**config.mk**
```make
export PLATFORM = sky130hd
export DESIGN_NAME = protocore_datapath_flat
export DESIGN_NICKNAME = d
export VERILOG_FILES = /design/src/rtl/protocore_pkg.sv /design/src/rtl/protocore_if.sv /design/src/rtl/protocore_alu.sv /design/src/rtl/protocore_datapath.sv /design/src/flat_wrapper.sv
export SDC_FILE = /design/constraint.sdc
export NUM_CORES = 1
export LEC_CHECK = 0
export CAP_MARGIN = 20
export CORE_MARGIN = 8
export CORE_UTILIZATION = 60
export CTS_CLUSTER_SIZE = 20
export DETAILED_ROUTE_END_ITERATION = 10
export HOLD_SLACK_MARGIN = 0.06
export PLACE_DENSITY = 0.81
export SYNTH_ARGS = -nofsm -noshare
export SYNTH_HDL_FRONTEND = slang
export SYNTH_SLANG_ARGS = --single-unit
```
**constraint.sdc**
```tcl
create_clock -name clk -period 24.8 [get_ports clk]
set_input_delay 7.44 -clock clk [delete_from_list [all_inputs] [get_ports clk]]
set_output_delay 7.44 -clock clk [all_outputs]
set_load 0.02 [all_outputs]
```
**src/rtl/protocore_pkg.sv**
```systemverilog
// Shared ProtoCore datapath constants: data width, register file geometry and ALU opcodes.
package protocore_pkg;

    localparam int unsigned DATA_W   = 32'd8;
    localparam int unsigned NUM_REGS = 32'd16;
    localparam int unsigned ADDR_W   = $clog2(NUM_REGS);

    localparam logic [2:0] OP_ADD = 3'b000;
    localparam logic [2:0] OP_SUB = 3'b001;
    localparam logic [2:0] OP_AND = 3'b010;
    localparam logic [2:0] OP_OR  = 3'b011;
    localparam logic [2:0] OP_XOR = 3'b100;
    localparam logic [2:0] OP_NOT = 3'b101;
    localparam logic [2:0] OP_SHL = 3'b110;
    localparam logic [2:0] OP_SHR = 3'b111;

endpackage

```
**src/rtl/protocore_if.sv**
```systemverilog
// Control/RAM-facing bundle of the ProtoCore datapath: decoder controls in, read data and ALU flags out.
interface protocore_if;
    import protocore_pkg::*;

    logic              write_alu;
    logic [2:0]        alu_opcode;
    logic [DATA_W-1:0] ram_data;
    logic [DATA_W-1:0] imm_data;
    logic [ADDR_W-1:0] write_addr;
    logic [ADDR_W-1:0] ra_addr;
    logic [ADDR_W-1:0] rb_addr;
    logic              write_en;
    logic              is_load;
    logic              alu_imm_flag;
    logic [DATA_W-1:0] read_a;
    logic [DATA_W-1:0] read_b;
    logic              alu_zero;
    logic              alu_carry;
    logic [DATA_W-1:0] alu_out;

    modport master (
        output write_alu, alu_opcode, ram_data, imm_data, write_addr,
               ra_addr, rb_addr, write_en, is_load, alu_imm_flag,
        input  read_a, read_b, alu_zero, alu_carry, alu_out
    );

    modport slave (
        input  write_alu, alu_opcode, ram_data, imm_data, write_addr,
               ra_addr, rb_addr, write_en, is_load, alu_imm_flag,
        output read_a, read_b, alu_zero, alu_carry, alu_out
    );

endinterface

```
**src/rtl/protocore_alu.sv**
```systemverilog
// Combinational 8-operation ALU; carry holds carry-out, borrow, or the bit shifted out.
module protocore_alu
    import protocore_pkg::*;
(
    input  logic [DATA_W-1:0] a,
    input  logic [DATA_W-1:0] b,
    input  logic [2:0]        opcode,
    output logic [DATA_W-1:0] result,
    output logic              zero,
    output logic              carry
);

    logic [DATA_W:0] sum_s;
    logic [DATA_W:0] diff_s;

    // Zero-extended add/subtract so bit DATA_W is carry (add) or borrow (a < b)
    assign sum_s  = {1'b0, a} + {1'b0, b};
    assign diff_s = {1'b0, a} - {1'b0, b};

    // Operation select
    always_comb begin
        result = {DATA_W{1'b0}};
        carry  = 1'b0;
        case (opcode)
            OP_ADD: {carry, result} = sum_s;
            OP_SUB: {carry, result} = diff_s;
            OP_AND: result = a & b;
            OP_OR:  result = a | b;
            OP_XOR: result = a ^ b;
            OP_NOT: result = ~a;
            OP_SHL: begin
                result = {a[DATA_W-2:0], 1'b0};
                carry  = a[DATA_W-1];
            end
            OP_SHR: begin
                result = {1'b0, a[DATA_W-1:1]};
                carry  = a[0];
            end
            default: begin
                result = {DATA_W{1'b0}};
                carry  = 1'b0;
            end
        endcase
    end

    assign zero = (result == {DATA_W{1'b0}});

endmodule

```
**src/rtl/protocore_datapath.sv**
```systemverilog
// ProtoCore datapath: 16x8 register file with R0 tied to zero, bypassed async reads, ALU and write-back mux.
module protocore_datapath
    import protocore_pkg::*;
(
    input  logic        clk,
    input  logic        rst_n,
    protocore_if.slave  bus
);

    logic [DATA_W-1:0] regs_r [NUM_REGS];
    logic [DATA_W-1:0] raw_a_s;
    logic [DATA_W-1:0] raw_b_s;
    logic [DATA_W-1:0] alu_b_s;
    logic [DATA_W-1:0] alu_out_s;
    logic              alu_zero_s;
    logic              alu_carry_s;
    logic [DATA_W-1:0] mem_wdata_s;
    logic [DATA_W-1:0] wdata_s;
    logic              wr_valid_s;
    logic              bypass_ok_s;

    assign raw_a_s = (bus.ra_addr == {ADDR_W{1'b0}}) ? {DATA_W{1'b0}} : regs_r[bus.ra_addr];
    assign raw_b_s = (bus.rb_addr == {ADDR_W{1'b0}}) ? {DATA_W{1'b0}} : regs_r[bus.rb_addr];
    assign alu_b_s = bus.alu_imm_flag ? bus.imm_data : raw_b_s;

    protocore_alu u_alu (
        .a      (raw_a_s),
        .b      (alu_b_s),
        .opcode (bus.alu_opcode),
        .result (alu_out_s),
        .zero   (alu_zero_s),
        .carry  (alu_carry_s)
    );

    // Bypass data is taken from the non-ALU sources only, so no path exists from alu_out back to the read ports
    assign mem_wdata_s = bus.is_load ? bus.ram_data : bus.imm_data;
    assign wdata_s     = bus.write_alu ? alu_out_s : mem_wdata_s;
    assign wr_valid_s  = bus.write_en && (bus.write_addr != {ADDR_W{1'b0}});
    assign bypass_ok_s = wr_valid_s && !bus.write_alu;

    assign bus.read_a    = (bypass_ok_s && (bus.write_addr == bus.ra_addr)) ? mem_wdata_s : raw_a_s;
    assign bus.read_b    = (bypass_ok_s && (bus.write_addr == bus.rb_addr)) ? mem_wdata_s : raw_b_s;
    assign bus.alu_out   = alu_out_s;
    assign bus.alu_zero  = alu_zero_s;
    assign bus.alu_carry = alu_carry_s;

    // Register file write port; R0 writes are dropped
    always_ff @(posedge clk or negedge rst_n) begin
        if (!rst_n) begin
            for (int i = 0; i < NUM_REGS; i++) begin
                regs_r[i] <= {DATA_W{1'b0}};
            end
        end else if (wr_valid_s) begin
            regs_r[bus.write_addr] <= wdata_s;
        end
    end

endmodule

```
**src/flat_wrapper.sv**
```systemverilog
// flat-port wrapper written by rule: the top's interface ports become plain ports
module protocore_datapath_flat import protocore_pkg::*;
  (clk, rst_n, bus_write_alu, bus_alu_opcode, bus_ram_data, bus_imm_data, bus_write_addr, bus_ra_addr, bus_rb_addr, bus_write_en, bus_is_load, bus_alu_imm_flag, bus_read_a, bus_read_b, bus_alu_zero, bus_alu_carry, bus_alu_out);
  protocore_if bus_i ();
  input  logic clk;
  input  logic rst_n;
  input wire logic [$bits(bus_i.write_alu)-1:0] bus_write_alu;
  input wire logic [$bits(bus_i.alu_opcode)-1:0] bus_alu_opcode;
  input wire logic [$bits(bus_i.ram_data)-1:0] bus_ram_data;
  input wire logic [$bits(bus_i.imm_data)-1:0] bus_imm_data;
  input wire logic [$bits(bus_i.write_addr)-1:0] bus_write_addr;
  input wire logic [$bits(bus_i.ra_addr)-1:0] bus_ra_addr;
  input wire logic [$bits(bus_i.rb_addr)-1:0] bus_rb_addr;
  input wire logic [$bits(bus_i.write_en)-1:0] bus_write_en;
  input wire logic [$bits(bus_i.is_load)-1:0] bus_is_load;
  input wire logic [$bits(bus_i.alu_imm_flag)-1:0] bus_alu_imm_flag;
  output wire logic [$bits(bus_i.read_a)-1:0] bus_read_a;
  output wire logic [$bits(bus_i.read_b)-1:0] bus_read_b;
  output wire logic [$bits(bus_i.alu_zero)-1:0] bus_alu_zero;
  output wire logic [$bits(bus_i.alu_carry)-1:0] bus_alu_carry;
  output wire logic [$bits(bus_i.alu_out)-1:0] bus_alu_out;
  assign bus_i.write_alu = bus_write_alu;
  assign bus_i.alu_opcode = bus_alu_opcode;
  assign bus_i.ram_data = bus_ram_data;
  assign bus_i.imm_data = bus_imm_data;
  assign bus_i.write_addr = bus_write_addr;
  assign bus_i.ra_addr = bus_ra_addr;
  assign bus_i.rb_addr = bus_rb_addr;
  assign bus_i.write_en = bus_write_en;
  assign bus_i.is_load = bus_is_load;
  assign bus_i.alu_imm_flag = bus_alu_imm_flag;
  assign bus_read_a = bus_i.read_a;
  assign bus_read_b = bus_i.read_b;
  assign bus_alu_zero = bus_i.alu_zero;
  assign bus_alu_carry = bus_i.alu_carry;
  assign bus_alu_out = bus_i.alu_out;
  protocore_datapath u_core (.clk(clk), .rst_n(rst_n), .bus(bus_i));
endmodule
```
# Word-level counts from Yosys, hierarchy flattened
# Cells that the tools add are included.
[totals]
regBits = 128
out_inout_bits = 26
elab_cells = 67
[op_classes]
n_reduce_logical = 11
n_eq_ne = 9
magnitude_cmp = 4
mux = 18
addsub = 2
bitwise = 7
[op_table]
columns = ["cell", "n"]
rows = [
  ["128-bit bitwise mux", 1],
  ["8-bit two-way mux", 12],
  ["8-bit binary-select mux with 4-bit select", 2],
  ["8-bit one-hot mux with 8 select lines", 1],
  ["8-bit demux with 4-bit select", 1],
  ["5-bit >= comparator (second input constant)", 3],
  ["4-bit inverter with 5-bit output", 3],
  ["3-bit == test (second input constant)", 4],
  ["8-bit by 8-bit adder with 9-bit output", 1],
  ["8-bit by 8-bit subtractor with 9-bit output", 1],
  ["8-bit bitwise AND", 1],
  ["4-bit == test", 2],
  ["4-bit logical NOT", 2],
  ["8-bit logical NOT", 1],
  ["8-bit inverter", 1],
  ["8-bit OR", 1],
  ["8-bit bitwise XOR", 1],
  ["3-bit by 2-bit == test with 1-bit output (second input constant)", 2],
  ["1-bit logical AND", 5],
  ["5-bit by 1-bit less-than comparator with 1-bit output (second input constant)", 1],
  ["1-bit one-hot mux with 4 select lines", 1],
  ["4-bit nonzero test", 1],
  ["3-bit by 1-bit == test with 1-bit output (second input constant)", 1],
  ["3-bit logical NOT", 1],
  ["1-bit logical NOT", 1],
]

# Logic depth before layout (Yosys ltp)
[logic_depth]
ltp_word = 10
depth_mapped = 19
ltp_nobuf = 15

# Modules after synthesis
# A second synthesis with hierarchy kept.
[hier_totals]
cells_unflattened = 849
hier_area_um2 = 8799.7
[by_module_without_submodules]
columns = ["module", "cells_each", "n_inst", "area_each_um2", "seq_area_each_um2"]
rows = [
  ["protocore_datapath", 628, 1, 7339.5, 3027.9],
  ["protocore_alu", 221, 1, 1460.2, 0.0],
]

# Worst setup path before layout
# OpenSTA, ideal clock, no wires.
[synth_timing]
kind = "input-to-output"
start = "in bus_rb_addr[0]"
end = "out bus_alu_zero"
required_time_ns = 17.360
slack_ns = 5.201
t_arrival_ns = 12.159
cell_stages = 15
cell_sequence = "clkbuf_1 -> buf_1 -> mux4_2 -> mux4_2 -> nand2_1 -> o21a_1 -> ha_1 -> or3_1 -> and4_1 -> o21bai_1 -> nand4_1 -> a221oi_1 -> inv_1 -> or4_1 -> nor4_1"
[synth_via]
elab_chain_len = 9
[synth_lines]
columns = ["item", "line", "rtl"]
rows = [
  ["from (decl)", "flat_wrapper.sv:13", "input wire logic [$bits(bus_i.rb_addr)-1:0] bus_rb_addr;"],
  ["4-bit inverter with 5-bit output (not written as such)", "protocore_datapath.sv:23", "assign raw_b_s = (bus.rb_addr == {ADDR_W{1'b0}}) ? {DATA_W{1'b0}} : regs_r[bus.rb_addr];"],
  ["8-bit binary-select mux with 4-bit select", "protocore_datapath.sv:23", ""],
  ["8-bit two-way mux (not written as such) (2 in series)", "protocore_datapath.sv:23", ""],
  ["8-bit two-way mux *", "protocore_datapath.sv:23", ""],
  ["8-bit two-way mux *", "protocore_datapath.sv:24", "assign alu_b_s = bus.alu_imm_flag ? bus.imm_data : raw_b_s;"],
  ["8-bit by 8-bit subtractor with 9-bit output, or another cell as far along", "protocore_alu.sv:18", "assign diff_s = {1'b0, a} - {1'b0, b};"],
  ["8-bit one-hot mux with 8 select lines *", "protocore_alu.sv:24", "case (opcode)"],
  ["net bus_alu_out[3]", "flat_wrapper.sv:21", "output wire logic [$bits(bus_i.alu_out)-1:0] bus_alu_out;"],
  ["8-bit logical NOT *", "protocore_alu.sv:46", "assign zero = (result == {DATA_W{1'b0}});"],
  ["to (decl)", "flat_wrapper.sv:19", "output wire logic [$bits(bus_i.alu_zero)-1:0] bus_alu_zero;"],
]
# Mark *: on every way through the listed nets, which the timed path passes. The rest lies on a longest branch. The select of a mux whose other input is x is not followed.

# Worst setup path after layout
[layout_timing]
start = "in bus_rb_addr[1]"
end = "out bus_alu_zero"
[layout_via]
elab_chain_len = 9
[layout_lines]
columns = ["item", "line"]
rows = [
  ["4-bit inverter with 5-bit output (not written as such)", "protocore_datapath.sv:23"],
  ["8-bit binary-select mux with 4-bit select", "protocore_datapath.sv:23"],
  ["8-bit two-way mux (not written as such) (2 in series)", "protocore_datapath.sv:23"],
  ["8-bit two-way mux *", "protocore_datapath.sv:23"],
  ["8-bit two-way mux *", "protocore_datapath.sv:24"],
  ["8-bit by 8-bit subtractor with 9-bit output, or another cell as far along", "protocore_alu.sv:18"],
  ["8-bit one-hot mux with 8 select lines *", "protocore_alu.sv:24"],
  ["8-bit logical NOT *", "protocore_alu.sv:46"],
]
# Every way passes the cells marked *; elsewhere a longest branch is shown, timed or not. The select of a mux whose other input is x is not followed.

==> impl_metrics.csv <==
group,metric,value,unit
sta,setup_viol,0,
synthesis,syn_area_per_cell,10.8,sq um
clock_network,cts_resized,0,
clock_network,cts_buffers,17,
finish,largest_register,"u_core.regs_r",
sta,relSlewSlack,24.3,%
finish,fin_cells,1036,
global_routing,grt_pass1_wl,42.9,mm
global_routing,grt_max_degree,81,
drt,ant_nets,0,
hold_path,hold_class,"flip-flop to flip-flop",
place,dpl.cell_count,1002,
synthesis,yosys_warnings,0,
clock_network,hold_buffers,0,
sta,report.final.slew_viol_count,0,
critical_path,cp.required,17.36,ns
synthesis,ys_ff_latch,128,
sta,hold_ws,0.377,ns
die,die_w,137,microns
sta,finalHoldViolCount,0,
place,gp_congestion,1.01,
finish,final_util,69.2,%
global_routing,overflow,0,
clock_network,cts_buffer_depth,2,
drt,vias,7403,
die,ios,63,
status,status,"completed",
synthesis,synth-async-reset-ratio,100,%
finish,largest_register_ffs,128,
pwr,leakage,0.00438,uW
critical_path,critPathMaxFanout,34,
die,rows,44,
synthesis,synth.area.top_cells,"dfrtp_1 (36%), mux4_2 (14%), mux2_2 (12%)",
synthesis,synthCells,822,
clock_network,clkTransAtPathRegs,0.05,ns
critical_path,rr_startpoint,"u_core.regs_r[64]",
sta,final.setup.tns,0,ns
sta,skew,0.0112,ns
sta,period_minus_slack,20.08,ns
synthesis,yosysTopAreaCell,"dfrtp_1",
drt,wirelength,27.7,mm
synthesis,synth_ff_type,"dfrtp_1",
flow_run,max_cap_viol_count,0,
synthesis,seq_area_frac_synth,36.2,%
die,coreArea,14500,sq um
drt,routed_via_density,7.15,
finish,drive_above_1_share,24.6,%
drt,drt_iter0_markers,743,
synthesis,synth-edff-count,0,
drt,wl_per_cell,26.7,microns
drt,drcViolationCount,0,
synthesis,syn_nets,885,
clock_network,postCtsSetupBuffers,0,
synthesis,yosysUniqueCellTypes,74,
die,die_y,137,microns
clock_network,cts_max_level,4,
critical_path,worst_setup_path_end_kind,"primary output",
synthesis,synth_common_cells,"dfrtp_1 (128), nand2_1 (103), mux2_2 (97)",
pwr,peakVddDrop,0.0577,mV
clock_network,insertion_delay,0.43,ns
drt,drt_pass1_iterations,6,
die,initial_core_util,61.1,%
global_routing,grt_pass1_vias,7589,
sta,tightest_slew,1.13,ns
sta,fmax,49.8,MHz
global_routing,grtUsageTotal,30.3,%
critical_path,critPathLaunchType,"input pin",
finish,n_antenna_cell,0,
hold_path,min_from,"u_core.regs_r[123]",
sta,grt_setup_unrepaired,"false",
sta,period_share,81.0,%
synthesis,synth_top_area_share,36.2,%
finish,final_nets,902,
clock_network,cts_root_buf,"clkbuf_16",
finish,syn_to_final_growth,13.3,%
critical_path,crit_arrival,12.64,ns
synthesis,synth_most_common_cell,"dfrtp_1",
clock_network,tritoncts,"built",
critical_path,cp-startpoint,"bus_rb_addr[1]",
global_routing,antenna_found_initial,0,
pwr,power.density,91.3,nW/um^2
finish,reg_top3,"u_core.regs_r x128",
synthesis,synthesis.area,8840,sq um
place,port-buffer-count,62,
place,dp_hpwl,18.3,mm
clock_network,clock-sinks,128,
die,die_area,18900,sq um
critical_path,crit_type,"input pin to primary output",
==> final cells by class <==
type	count	area (sq um)
well taps	184	230
clock buffers	21	460
inverters	28	105
flip-flops and latches	128	3200
fillers	974	4460
multi-input cells	592	5180
clock inverters	11	138
repair buffers	72	698
==> routing by layer <==
layer  share of wire (%)  vias to the layer above  global-route usage, %
met5                   0                        -                      0
met4                 5.8                        0                   18.6
met3                  10                      154                   7.15
met2                  48                      572                   49.0
met1                  36                     3611                   36.0
li1                    -                     3066                      -
==> where the power goes <==
| part | internal, uW | leakage (uW) | switching [uW] | total, uW |
|---|---|---|---|---|
| clock | 162 | 0.000289 | 89.9 | 252 |
| sequential | 269 | 0.00160 | 51.2 | 320 |
| combinational | 169 | 0.00249 | 174 | 343 |
==> cells in the final DEF (no fill, tap or decap), types with 17 or more instances in the layout <==
| cell type | count |
|---|---|
| nor2_1 | 24 |
| mux4_2 | 54 |
| a21oi_1 | 18 |
| clkdlybuf4s50_1 | 58 |
| dfrtp_1 | 128 |
| inv_1 | 28 |
| nand2_1 | 103 |
| clkbuf_16 | 17 |
| o21ai_0 | 74 |
| mux2i_1 | 30 |
| ha_1 | 24 |
| mux2_2 | 97 |
==> worst max-delay path, stage by stage <==
cell and delay [ns]:
clkdlybuf4s50_1 0.45, buf_4 0.44, mux4_2 0.42, mux4_2 0.49, nand2_1 0.12, o21ai_0 0.20
ha_1 0.32, fa_1 0.45, o21bai_1 0.21, a21oi_1 0.15, nor2_1 0.18, mux2i_1 0.21
o22ai_1 0.10, o41ai_2 0.40, nand2_1 0.12, nor4_1 0.29, clkdlybuf4s50_1 0.66
==> final timing paths <==
kind,to,slack [ns],cells after the start
worst min-delay path,u_core.regs_r[123],0.38,0
min in group asynchronous,u_core.regs_r[118],6.92,1
worst max-delay path,bus_alu_zero,4.72,17
worst max register to register,u_core.regs_r[17],19.86,13
worst min register to register,u_core.regs_r[123],0.38,0
max in group asynchronous,u_core.regs_r[7],16.58,3
==> through the flow <==
stage          total power (uW)  worst slack [ns]  instance area (sq um)
6_report                    915              4.72                  10000
5_1_grt                     954              4.52                  10000
4_1_cts                     905              4.79                   9980
3_5_place_dp                648              4.81                   9380
3_3_place_gp                634              4.91                   9380
2_1_floorplan               541              5.20                   8840
==> logic make-up (layout without fill, tap and decap cells) <==
| kind of cell | count (synthesis) | after routing | synth area share (%) |
|---|---|---|---|
| muxes | 183 | 183 | 30.1 |
| buffers and inverters | 102 | 132 | 5.19 |
| adders and majority gates | 26 | 26 | 3.85 |
| DFF | 128 | 128 | 36.2 |
| and+or+nand+nor | 192 | 192 | 9.97 |
| AOI/OAI and AO/OA | 176 | 176 | 13.2 |
| xor gates and xnor gates | 15 | 15 | 1.49 |
No activity file was read; power rests on OpenSTA's default activity.
==> patch (config.mk and constraints unchanged) <==
Change the package constant `DATA_W` from 32'd8 to 32'd12.
--- a/src/rtl/protocore_pkg.sv
+++ b/src/rtl/protocore_pkg.sv
@@ -2,5 +2,5 @@
 package protocore_pkg;
 
-    localparam int unsigned DATA_W   = 32'd8;
+    localparam int unsigned DATA_W   = 32'd12;
     localparam int unsigned NUM_REGS = 32'd16;
     localparam int unsigned ADDR_W   = $clog2(NUM_REGS);
Interface: changed (5 resized); port bits go from 63 to 83. No check against the original RTL was run, so the function may have changed too.
==> patch against the unedited design <==
  * Total power increased by 37%
  * Sequential share of layout area up 0.22 points
  * Maximum frequency fell by 3.7%
  * Via count increased by 62%
  * Non-clock buffer count is 40 higher
  * Worst hold slack better by 0.011 ns
  * Count of clock-buffer cells in the layout increased by 2
  * Worst setup slack lost 0.77 ns
  * Sequential cell count is 63 higher
  * Synthesized area increased by 52%
  * Final area grew 48%
  * Combinational power up 51%
  * Routed wire length grew 67%
  * Critical path type unchanged
  * Critical endpoint unchanged
  * Largest cell class unchanged
  * Largest power group unchanged
  * Highest routed layer is now met5
==> patch: results (changes against the unedited design) <==
[run_status]
outcome = completed

[drt]
top_layer_used = met5
finalWirelength_mm = 46.1  ; +67%
met2_length_mm = 20.8  ; +56%
met3_length_mm = 5.89  ; +110%
viasPerCell = 7.16  ; +0.14%
drt-met1-wl_mm = 16.5  ; +66%

[global_route]
antenna_found_initial = 1  ; +1
grt_max_degree = 107  ; +32%
grt_pass1_wl_mm = 69.5  ; +62%

[power]
p_leak_nw = 6.75  ; +54%
p_int_mw = 0.781  ; +30%
ir_drop_v = 0.0000547  ; -5.2%

[worst_setup_path]
ff2ff_setup_slack_ns = 19.71  ; -0.15 ns
worstPathMaxFanout = 14  ; -59%

[logic_synthesis]
synth_area_leaders = dfrtp_1 36%, mux4_2 13%, nand2_1 9.7%
synth_mux_area_frac = 0.275  ; -0.0262
synth_fp_nets = 1433  ; +62%
synth_compound_area_frac = 0.116  ; -0.0158

[placement]
placed_cell_area_mm2 = 0.0142  ; +52%
dpl_worst_slack_ns = 4.01  ; -0.800 ns
place_congestion = 0.978  ; -3.0%
dp.final_hpwl_mm = 31.4  ; +72%

[final_layout]
area_delta_synth_final_pct = 10.8
nFillCells = 1643  ; +69%
fin_nets = 1462  ; +62%

[timing]
finalWorstSetupSlack_ns = 3.95  ; -0.769 ns
holdWs_ns = 0.387  ; +0.0107 ns

[clocking]
clock_latency_ns = 0.45  ; +0.02 ns

patch: changes by cell type after synthesis, moves of 15 or more:
cell and delta:
a21oi_1 +24, clkbuf_1 +17, dfrtp_1 +63, inv_1 +20, mux2_2 -19, mux2i_1 +30
mux4_1 +15, mux4_2 +24, nand2_1 +245, nand3_1 +15, nor2_1 +23
patch: path summary, 6_finish.rpt:
kind                                             endpoint  depth (start not counted)                           start
max in group asynchronous   u_core.regs_r[79]$_DFFE_PN0P_                          3                           rst_n
hold reg to reg            u_core.regs_r[191]$_DFFE_PN0P_                          0  u_core.regs_r[191]$_DFFE_PN0P_
min in group asynchronous   u_core.regs_r[88]$_DFFE_PN0P_                          1                           rst_n
setup reg to reg            u_core.regs_r[44]$_DFFE_PN0P_                         14   u_core.regs_r[39]$_DFFE_PN0P_
hold / removal             u_core.regs_r[191]$_DFFE_PN0P_                          0  u_core.regs_r[191]$_DFFE_PN0P_
setup / recovery                             bus_alu_zero                         16                  bus_rb_addr[3]
patch: final cells by class:
cell class | instances | share of cell area
flip-flops and latches | 191 | 0.322
inverters | 50 | 0.0126
clock inverters | 8 | 0.00539
multi-input cells | 1009 | 0.532
repair buffers | 112 | 0.0713
clock buffers | 23 | 0.0329
well taps | 280 | 0.0236
patch: worst max-delay path, stage by stage:
cell and delay [ns]:
clkdlybuf4s50_1 0.51, inv_1 0.78, mux4_2 0.61, nand2_1 0.11, o21ai_0 0.17, ha_1 0.28
fa_1 0.47, xor2_1 0.16, a221oi_1 0.24, o21ai_0 0.16, o32ai_2 0.32, or3b_1 0.40
or4b_1 0.54, or4_1 0.44, nor4_2 0.14, clkdlybuf4s50_1 0.64
patch: metal layers:
layer  up-vias  global-route usage
met3       231              0.0940
met2      1006               0.513
li1       4917                   -
met5         -                   0
met4         2               0.222
met1      5816               0.426
